[src/rtl/fabric_ctrl_pkg.sv]
// Shared types for the fabric host controller: FSM states, the buffered host word
// layout and the bit positions of the sticky error flags.
package fabric_ctrl_pkg;

  localparam int HW_DATA_W = 32;
  localparam int HW_ADDR_W = 6;
  localparam int HW_HOPS_W = 4;

  localparam int ERR_ROW = 0;
  localparam int ERR_COL = 1;
  localparam int ERR_TMO = 2;

  typedef enum logic [2:0] {
    IDLE,
    DRAIN,
    CALL,
    GUARD,
    WAIT,
    DONE,
    ERR
  } state_t;

  // Field widths are fixed here; the top's width parameters must keep these values.
  typedef struct packed {
    logic [HW_ADDR_W-1:0] addr;
    logic [HW_HOPS_W-1:0] col;
    logic [HW_DATA_W-1:0] data;
  } host_word_t;

endpackage

[src/rtl/fabric_ctrl_fifo.sv]
// Per-row synchronous FIFO. Pointers carry an extra wrap bit; the read port is
// registered and presents zero whenever no word is popped.
module fabric_ctrl_fifo #(
  parameter int WIDTH = 42,
  parameter int DEPTH = 8
) (
  input  logic             clk,
  input  logic             rst,
  input  logic             push,
  input  logic [WIDTH-1:0] wr_data,
  input  logic             pop,
  output logic             full,
  output logic             empty,
  output logic             rd_valid,
  output logic [WIDTH-1:0] rd_data
);

  localparam int AW = $clog2(DEPTH);

  logic [WIDTH-1:0] mem [DEPTH];
  logic [AW:0]      wr_ptr_reg;
  logic [AW:0]      rd_ptr_reg;
  logic             rd_valid_reg;
  logic [WIDTH-1:0] rd_data_reg;
  logic             do_push;
  logic             do_pop;

  assign full    = (wr_ptr_reg[AW] != rd_ptr_reg[AW]) &&
                   (wr_ptr_reg[AW-1:0] == rd_ptr_reg[AW-1:0]);
  assign empty   = (wr_ptr_reg == rd_ptr_reg);
  assign do_push = push && !full;
  assign do_pop  = pop && !empty;

  always_ff @(posedge clk) begin
    if (do_push) begin
      mem[wr_ptr_reg[AW-1:0]] <= wr_data;
    end
  end

  always_ff @(posedge clk) begin
    if (rst) begin
      wr_ptr_reg   <= '0;
      rd_ptr_reg   <= '0;
      rd_valid_reg <= 1'b0;
      rd_data_reg  <= '0;
    end else begin
      if (do_push) begin
        wr_ptr_reg <= wr_ptr_reg + 1'b1;
      end
      if (do_pop) begin
        rd_ptr_reg <= rd_ptr_reg + 1'b1;
      end
      rd_valid_reg <= do_pop;
      rd_data_reg  <= do_pop ? mem[rd_ptr_reg[AW-1:0]] : '0;
    end
  end

  assign rd_valid = rd_valid_reg;
  assign rd_data  = rd_data_reg;

endmodule

[src/rtl/fabric_ctrl.sv]
// Host-side fabric controller: buffers host words per row, streams them onto each
// row's instruction chain, then calls the selected rows and waits for their ret.
module fabric_ctrl
  import fabric_ctrl_pkg::*;
#(
  parameter int ROWS             = 1,
  parameter int COLS             = 2,
  parameter int INSTR_DATA_WIDTH = HW_DATA_W,
  parameter int INSTR_ADDR_WIDTH = HW_ADDR_W,
  parameter int INSTR_HOPS_WIDTH = HW_HOPS_W,
  parameter int FIFO_DEPTH       = 8,
  parameter int CALL_GUARD       = 2,
  parameter int TIMEOUT_WIDTH    = 16,
  localparam int ROW_W           = $clog2(ROWS) + 1
) (
  input  logic                                   clk,
  input  logic                                   rst,
  input  logic                                   s_valid,
  output logic                                   s_ready,
  input  logic [ROW_W-1:0]                       s_row,
  input  logic [INSTR_HOPS_WIDTH-1:0]            s_col,
  input  logic [INSTR_ADDR_WIDTH-1:0]            s_addr,
  input  logic [INSTR_DATA_WIDTH-1:0]            s_data,
  input  logic                                   start,
  input  logic [ROWS-1:0]                        row_mask,
  input  logic [TIMEOUT_WIDTH-1:0]               timeout_limit,
  output logic                                   busy,
  output logic                                   done,
  output logic [2:0]                             err,
  output logic [ROWS-1:0]                        call,
  input  logic [ROWS-1:0]                        ret,
  output logic [ROWS-1:0][INSTR_DATA_WIDTH-1:0]  instr_data_out,
  output logic [ROWS-1:0][INSTR_ADDR_WIDTH-1:0]  instr_addr_out,
  output logic [ROWS-1:0][INSTR_HOPS_WIDTH-1:0]  instr_hops_out,
  output logic [ROWS-1:0]                        instr_en_out
);

  localparam int WORD_W  = $bits(host_word_t);
  localparam int GUARD_W = (CALL_GUARD > 1) ? $clog2(CALL_GUARD) : 1;

  state_t                   state_reg, state_next;
  logic [ROWS-1:0]          mask_reg;
  logic [GUARD_W-1:0]       guard_cnt_reg;
  logic [TIMEOUT_WIDTH-1:0] tmo_cnt_reg;
  logic [2:0]               err_reg;

  logic            row_ok;
  logic            col_ok;
  logic            accept;
  logic            drain_ok;
  logic [ROWS-1:0] row_hit;
  logic [ROWS-1:0] push;
  logic [ROWS-1:0] fifo_full;
  logic [ROWS-1:0] fifo_empty;
  host_word_t      in_word;

  assign row_ok  = int'(s_row) < ROWS;
  assign col_ok  = int'(s_col) < COLS;
  assign in_word = '{addr: s_addr, col: s_col, data: s_data};
  // Misaddressed words are always accepted so a bad host cannot stall the bus.
  assign s_ready = !col_ok || !(|(row_hit & fifo_full));
  assign accept  = s_valid && s_ready;

  genvar gi;
  generate
    for (gi = 0; gi < ROWS; gi++) begin : g_row
      logic [WORD_W-1:0] rd_bits;
      host_word_t        rd_word;

      assign row_hit[gi] = (int'(s_row) == gi);
      assign push[gi]    = accept && row_hit[gi] && col_ok;

      fabric_ctrl_fifo #(
        .WIDTH (WORD_W),
        .DEPTH (FIFO_DEPTH)
      ) u_fifo (
        .clk      (clk),
        .rst      (rst),
        .push     (push[gi]),
        .wr_data  (in_word),
        .pop      (!fifo_empty[gi]),
        .full     (fifo_full[gi]),
        .empty    (fifo_empty[gi]),
        .rd_valid (instr_en_out[gi]),
        .rd_data  (rd_bits)
      );

      assign rd_word             = host_word_t'(rd_bits);
      assign instr_data_out[gi]  = rd_word.data;
      assign instr_addr_out[gi]  = rd_word.addr;
      assign instr_hops_out[gi]  = rd_word.col;
    end
  endgenerate

  // A masked row is quiet once its buffer is empty and its last strobe has gone.
  assign drain_ok = &(~mask_reg | (fifo_empty & ~instr_en_out));

  always_comb begin
    state_next = state_reg;
    call       = '0;
    done       = 1'b0;
    case (state_reg)
      IDLE:  if (start) state_next = DRAIN;
      DRAIN: if (drain_ok) state_next = CALL;
      CALL: begin
        call       = mask_reg;
        state_next = (CALL_GUARD == 0) ? WAIT : GUARD;
      end
      GUARD: if (guard_cnt_reg == GUARD_W'(CALL_GUARD - 1)) state_next = WAIT;
      WAIT: begin
        if ((ret & mask_reg) == mask_reg) begin
          state_next = DONE;
        end else if (timeout_limit != '0 && tmo_cnt_reg == timeout_limit) begin
          state_next = ERR;
        end
      end
      DONE: begin
        done       = 1'b1;
        state_next = IDLE;
      end
      ERR:     state_next = IDLE;
      default: state_next = IDLE;
    endcase
  end

  always_ff @(posedge clk) begin
    if (rst) begin
      state_reg     <= IDLE;
      mask_reg      <= '0;
      guard_cnt_reg <= '0;
      tmo_cnt_reg   <= '0;
      err_reg       <= '0;
    end else begin
      state_reg <= state_next;
      if (state_reg == IDLE && start) begin
        mask_reg <= row_mask;
        err_reg  <= '0;
      end else if (state_reg == WAIT && state_next == ERR) begin
        err_reg[ERR_TMO] <= 1'b1;
      end
      // Flags from this cycle's ingress win over a same-cycle clear.
      if (accept && !row_ok) err_reg[ERR_ROW] <= 1'b1;
      if (accept && !col_ok) err_reg[ERR_COL] <= 1'b1;

      guard_cnt_reg <= (state_reg == GUARD) ? guard_cnt_reg + 1'b1 : '0;
      if (state_reg != WAIT) begin
        tmo_cnt_reg <= '0;
      end else if (tmo_cnt_reg != '1) begin
        tmo_cnt_reg <= tmo_cnt_reg + 1'b1;
      end
    end
  end

  assign busy = (state_reg != IDLE);
  assign err  = err_reg;

endmodule
[config.mk]
export PLATFORM = sky130hd
export DESIGN_NAME = fabric_ctrl
export DESIGN_NICKNAME = d
export VERILOG_FILES = /design/src/rtl/fabric_ctrl_pkg.sv /design/src/rtl/fabric_ctrl_fifo.sv /design/src/rtl/fabric_ctrl.sv
export SDC_FILE = /design/constraint.sdc
export NUM_CORES = 1
export LEC_CHECK = 0
export ABC_CLOCK_PERIOD_IN_PS = 8000
export CAP_MARGIN = 30
export CORE_MARGIN = 4
export CORE_UTILIZATION = 58
export CTS_CLUSTER_SIZE = 40
export DETAILED_ROUTE_END_ITERATION = 10
export PLACE_DENSITY_LB_ADDON = 0.25
export SLEW_MARGIN = 5
export SYNTH_ARGS = -nofsm -noshare
export SYNTH_HDL_FRONTEND = slang
export SYNTH_SLANG_ARGS = --single-unit
[constraint.sdc]
create_clock -name clk -period 8 [get_ports clk]
set_input_delay 1.6 -clock clk [delete_from_list [all_inputs] [get_ports clk]]
set_output_delay 1.6 -clock clk [all_outputs]
set_load 0.005 [all_outputs]
# After elaboration in Yosys (flattened, before gate mapping)
# Memory sizes are Yosys's and may differ from the RTL's. A register that Yosys moved wholly into a read port is not among the register bits.
# Cells that the tools add are included.
# totals
regBits,33
n_memories,1
ram_bits,336
wordCells,76
# op_classes
n_mux,13
n_lt_le_gt_ge,2
reduce_logical,25
eq_ne,13
n_bitwise,8
n_addsub,4
# memory_table
name,words,word_bits,rd,rd_ports_with_merged_regs,write_ports,line,source
g_row[0].u_fifo.mem,8,42,1,1,1,fabric_ctrl_fifo.sv:20,logic [WIDTH-1:0] mem [DEPTH];
# op_table
op,n
adder 16 x 1 -> 16 bit (second input constant),1
== test 16 bit,1
inequality test 16 bit (second input constant),1
nonzero test 16 bit,1
two-way mux 3 bit,5
case mux 3 bit (5 select lines),1
logical AND 1 bit,10
== test 3 bit (second input constant),3
adder 4 x 1 -> 4 bit (second input constant),2
OR reduction 2 bit,4
== test 3 x 2 -> 1 bit (second input constant),2
two-way mux 1 bit,6
zero test 1 bit,5
== test 4 bit,1
< comparator 4 x 2 -> 1 bit (second input constant),1
NOT 1 bit,4
nonzero test 2 bit,2
bitwise AND 1 bit,3
== test 3 x 1 -> 1 bit (second input constant),1
== test 3 bit,1
zero test 3 bit,1
inequality test 3 bit (second input constant),1
nonzero test 3 bit,1
two-way mux 2 bit,1
other kinds (6),6

# Logic depth before layout (Yosys ltp)
# logic_depth
ltp_word,11
ltp_mapped,8
ltp_nobuf,6

# Hierarchy
# A second synthesis with hierarchy kept.
# unflattened
cells_unflattened,819
hier_area_um2,15622.5
# modules_own_cells
module,area_per_inst_um2,instances,cells_each,seq_area_each_um2
fabric_ctrl_fifo,14139.8,1,638,11110.7
fabric_ctrl,1482.7,1,181,480.5

# Least setup slack after synthesis
# Ideal clock, no wire load.
# synth_path
path_type,input-to-reg
start,in s_col[2]
end,"mem g_row[0].u_fifo.mem[2][0], enable pin"
stages,4
slack_ns,1.894
arrival_time_ns,5.604
setup_time_ns,0.502
n_path_buf,0
required_time_ns,7.498
cell_sequence,nor4_1 nand2_1 or3_1 nor3b_1
# synth_via
elab_chain_len,9
# synth_rtl
element,line,source
start: declaration,fabric_ctrl.sv:21,"input logic [INSTR_HOPS_WIDTH-1:0] s_col,"
< comparator 4 x 2 -> 1 bit *,fabric_ctrl.sv:58,assign col_ok = int'(s_col) < COLS;
zero test 1 bit,fabric_ctrl.sv:61,assign s_ready = !col_ok || !(|(row_hit & fifo_full));
logical OR 1 bit,fabric_ctrl.sv:61,
logical AND 1 bit,fabric_ctrl.sv:62,assign accept = s_valid && s_ready;
logical AND 1 bit,fabric_ctrl.sv:71,assign push[gi] = accept && row_hit[gi] && col_ok;
logical AND 1 bit *,fabric_ctrl.sv:71,
logical AND 1 bit *,fabric_ctrl_fifo.sv:31,assign do_push = push && !full;
two-way mux 1 bit *,fabric_ctrl_fifo.sv:35,if (do_push) begin
two-way mux 1 bit (implied by the code) *,fabric_ctrl_fifo.sv:36,mem[wr_ptr_reg[AW-1:0]] <= wr_data;
end: declaration,fabric_ctrl_fifo.sv:20,
# Mark *: on every way between the ends. The rest lies on a longest branch, timed or not.

# Worst setup path after layout
# layout_path
start,in s_col[2]
end,out s_ready
# layout_via
elab_chain_len,3
# layout_rtl
element,line,source
< comparator 4 x 2 -> 1 bit,fabric_ctrl.sv:58,
zero test 1 bit,fabric_ctrl.sv:61,
logical OR 1 bit,fabric_ctrl.sv:61,
end: declaration,fabric_ctrl.sv:19,"output logic s_ready,"
# Every way passes these cells.

==> results.sh <==
export IMPL_clock_skew_final_ns=0.01014
export IMPL_cts_reportedPaths_clkPinSlew_ns=0.06
export IMPL_irDropWorstVdd_uv=298.5
export IMPL_synth_largest_area_cell="edfxtp_1"
export IMPL_yosysUniqueCellTypes=45
export IMPL_cap_violations=0
export IMPL_gr_usage_met3_pct=3.212
export IMPL_via_per_inst=5.986
export IMPL_wl_mm=29.84
export IMPL_tritoncts_num_sinks=411
export IMPL_vias=7770
export IMPL_groute_layer_met2_usage_pct=35.37
export IMPL_layout_drive_gt1_share_pct=18.00
export IMPL_start_kind="primary input"
export IMPL_slew_headroom_pct=35.80
export IMPL_powerDensity_mw_per_mm2=267.4
export IMPL_seq_total_area_yosys_pct=75.40
export IMPL_finalHoldWorstSlack_ns=0.4587
export IMPL_cts_buffers_inserted=41
export IMPL_synthToLayoutAreaGrowth_pct=19.34
export IMPL_synth_top_cell_area_share_pct=65.64
export IMPL_layout_commonest_cell="edfxtp_1"
export IMPL_cts_repair_resized=0
export IMPL_total_drc_errors_in_the_routed_layout=0
export IMPL_placement_setup_worst_slack_ns=2.808
export IMPL_stdcell_count=1298
export IMPL_num_rows=59
export IMPL_worst_slack_ns=3.195
export IMPL_die_x_um=170.8
export IMPL_initial_core_utilization_pct=58.99
export IMPL_root_buffer="clkbuf_16"
export IMPL_cts_tree="done"
export IMPL_gp_routability_congestion=0.8702
export IMPL_min_tclk_post_route_ns=4.805
export IMPL_synth_cells=795
export IMPL_fin_tns_setup_ns=0
export IMPL_synth_ff_latch_count=411
export IMPL_timing_final_max_slew_violations=0
export IMPL_grt_max_degree=47
export IMPL_most_used_routing_layer_in_global_routing="met2"
export IMPL_cellLeakagePower_uw=0.005766
export IMPL_h_tree_depth=2
export IMPL_ys_top_cells_by_area="edfxtp_1 66%, mux4_2 12%, dfxtp_1 9.8%, mux2i_1 2.8%, nor2_1 1.6%"
export IMPL_netlist_area_mm2=0.01537
export IMPL_post_place_cells=1218
export IMPL_leading_cell_types_in_the_layout_fill_and_taps_excluded="336 x edfxtp_1, 114 x clkdlybuf4s50_1, 84 x mux4_2, 72 x dfxtp_1, 65 x nor2_1"
export IMPL_path_max_fanout=10
export IMPL_wl_per_cell_um=22.99
export IMPL_max_freq_ghz=0.2081
export IMPL_design_final_nets=999
export IMPL_post_cts_repair_setup_buffers=0
export IMPL_grt_antenna_before_repair=2
export IMPL_design_core_area_mm2=0.02606
export IMPL_yosysWarningCount=0
export IMPL_design_die_area_mm2=0.02917
export IMPL_worstMarginPinSlew_ns=0.9629
export IMPL_syn_avg_cell_area_um2=19.34
export IMPL_status="finished, final reports clean"
export IMPL_unrepaired_setup_endpoints_after_global_routing="no"
export IMPL_end_kind="output pin"
export IMPL_final_hold_violation_count=0
export IMPL_syn_num_nets=863
export IMPL_largest_register_ffs=336
export IMPL_global_route_overflow_total=0
export IMPL_clk_path_buf_depth=3
export IMPL_grt_pass1_vias=8190
export IMPL_place_hpwl_mm=17.09
export IMPL_worst_endpoint_arrival_ns=3.21
export IMPL_chipHeight_um=170.8
export IMPL_crit_type="primary input to output pin"
export IMPL_synth_async_sr_flop_share_pct=0
export IMPL_synth_enable_flop_cells=336
export IMPL_cts_hold_fix_buffers=0
export IMPL_detail_route_iter0_violations=704
export IMPL_clk_insertion_delay_late_ns=0.51
export IMPL_antenna_violating_nets_post_route=0
export IMPL_ioPinCount=115
export IMPL_synth_flop_cell="edfxtp_1"
export IMPL_drt_pass1_iterations=5
export IMPL_hold_path_class="flop to flop"
export IMPL_first_pass_grt_wire_length_mm=47.07
export IMPL_crit_share_post_route_pct=60.06
export IMPL_port_buffers=114
export IMPL_grtUsageMet1_pct=29.36
export IMPL_cp_required_ns=6.40
export IMPL_setup_viol=0
export IMPL_grt_usage_pct=21.03
export IMPL_power_uw=4905
-- worst paths after layout --
check,from,endpoint,slack [ns],depth (start not counted)
max,s_col[2],s_ready,3.19,4
max reg2reg,g_row[0].u_fifo.rd_ptr_reg[2]$_SDFFE_PP0P_,g_row[0].u_fifo.mem[6][40]$_DFFE_PP_,4.41,7
min,err[1]$_SDFFE_PP0P_,err[1]$_SDFFE_PP0P_,0.46,2
min reg2reg,err[1]$_SDFFE_PP0P_,err[1]$_SDFFE_PP0P_,0.46,2
-- Yosys cell counts, types with 4 or more instances --
cell	count
edfxtp_1	336
mux4_2	84
dfxtp_1	75
nor2_1	66
mux2i_1	43
nand2_1	20
clkbuf_1	19
xnor2_1	18
xor2_1	15
buf_2	14
a21oi_1	12
nor4_1	9
nand3_1	8
nand4_1	7
nor3_1	7
o21ai_0	7
nor3b_1	6
and4_1	5
buf_4	4
-- stage by stage --
step                util, %  cell area (um^2)
floorplan                 -             15370
global placement      64.84             16900
detailed placement    64.88             16910
CTS                   70.03             18250
global route          70.40             18350
finish                70.40             18350
-- kinds of logic (layout without fill, tap and decap cells) --
logic type | after synthesis | after routing | synth area share (%)
other | 0 | 2 | 0
AO/OA/AOI/OAI | 31 | 31 | 1.253
XOR/XNOR | 33 | 33 | 1.880
flip-flops | 411 | 411 | 75.40
AND/OR/NAND/NOR | 147 | 147 | 4.753
buffers and inverters | 43 | 209 | 1.359
multiplexers | 127 | 127 | 15.11
adder cells (fa/ha/maj) | 3 | 3 | 0.2442
-- worst max-delay path, cell delays in order --
cell	delay, ns
clkdlybuf4s50_1	0.60
nor4_1	0.44
nand2_1	0.10
clkdlybuf4s50_1	0.46
-- routing by layer --
layer,share of wire [%],vias up
met5,0,-
met3,6.1,52
met2,52,295
li1,-,3435
met4,2.4,0
met1,40,3988
-- where the power goes --
group / internal [uW] / switching (uW)
Clock: 1170 / 740
Sequential: 2350 / 74.9
Combinational: 346 / 224
-- final cells by class --
| class | count | area, um^2 |
|---|---|---|
| multi-input cells | 341 | 3621 |
| clock buffers | 53 | 1071 |
| repair buffers | 134 | 1348 |
| flip-flops and latches | 411 | 11600 |
| clock inverters | 20 | 271.5 |
| inverters | 2 | 7.507 |
| well taps | 335 | 419.2 |
| diodes | 2 | 5.005 |
| fillers | 1622 | 7714 |
Note: power is estimated with default switching activity, not from simulation.
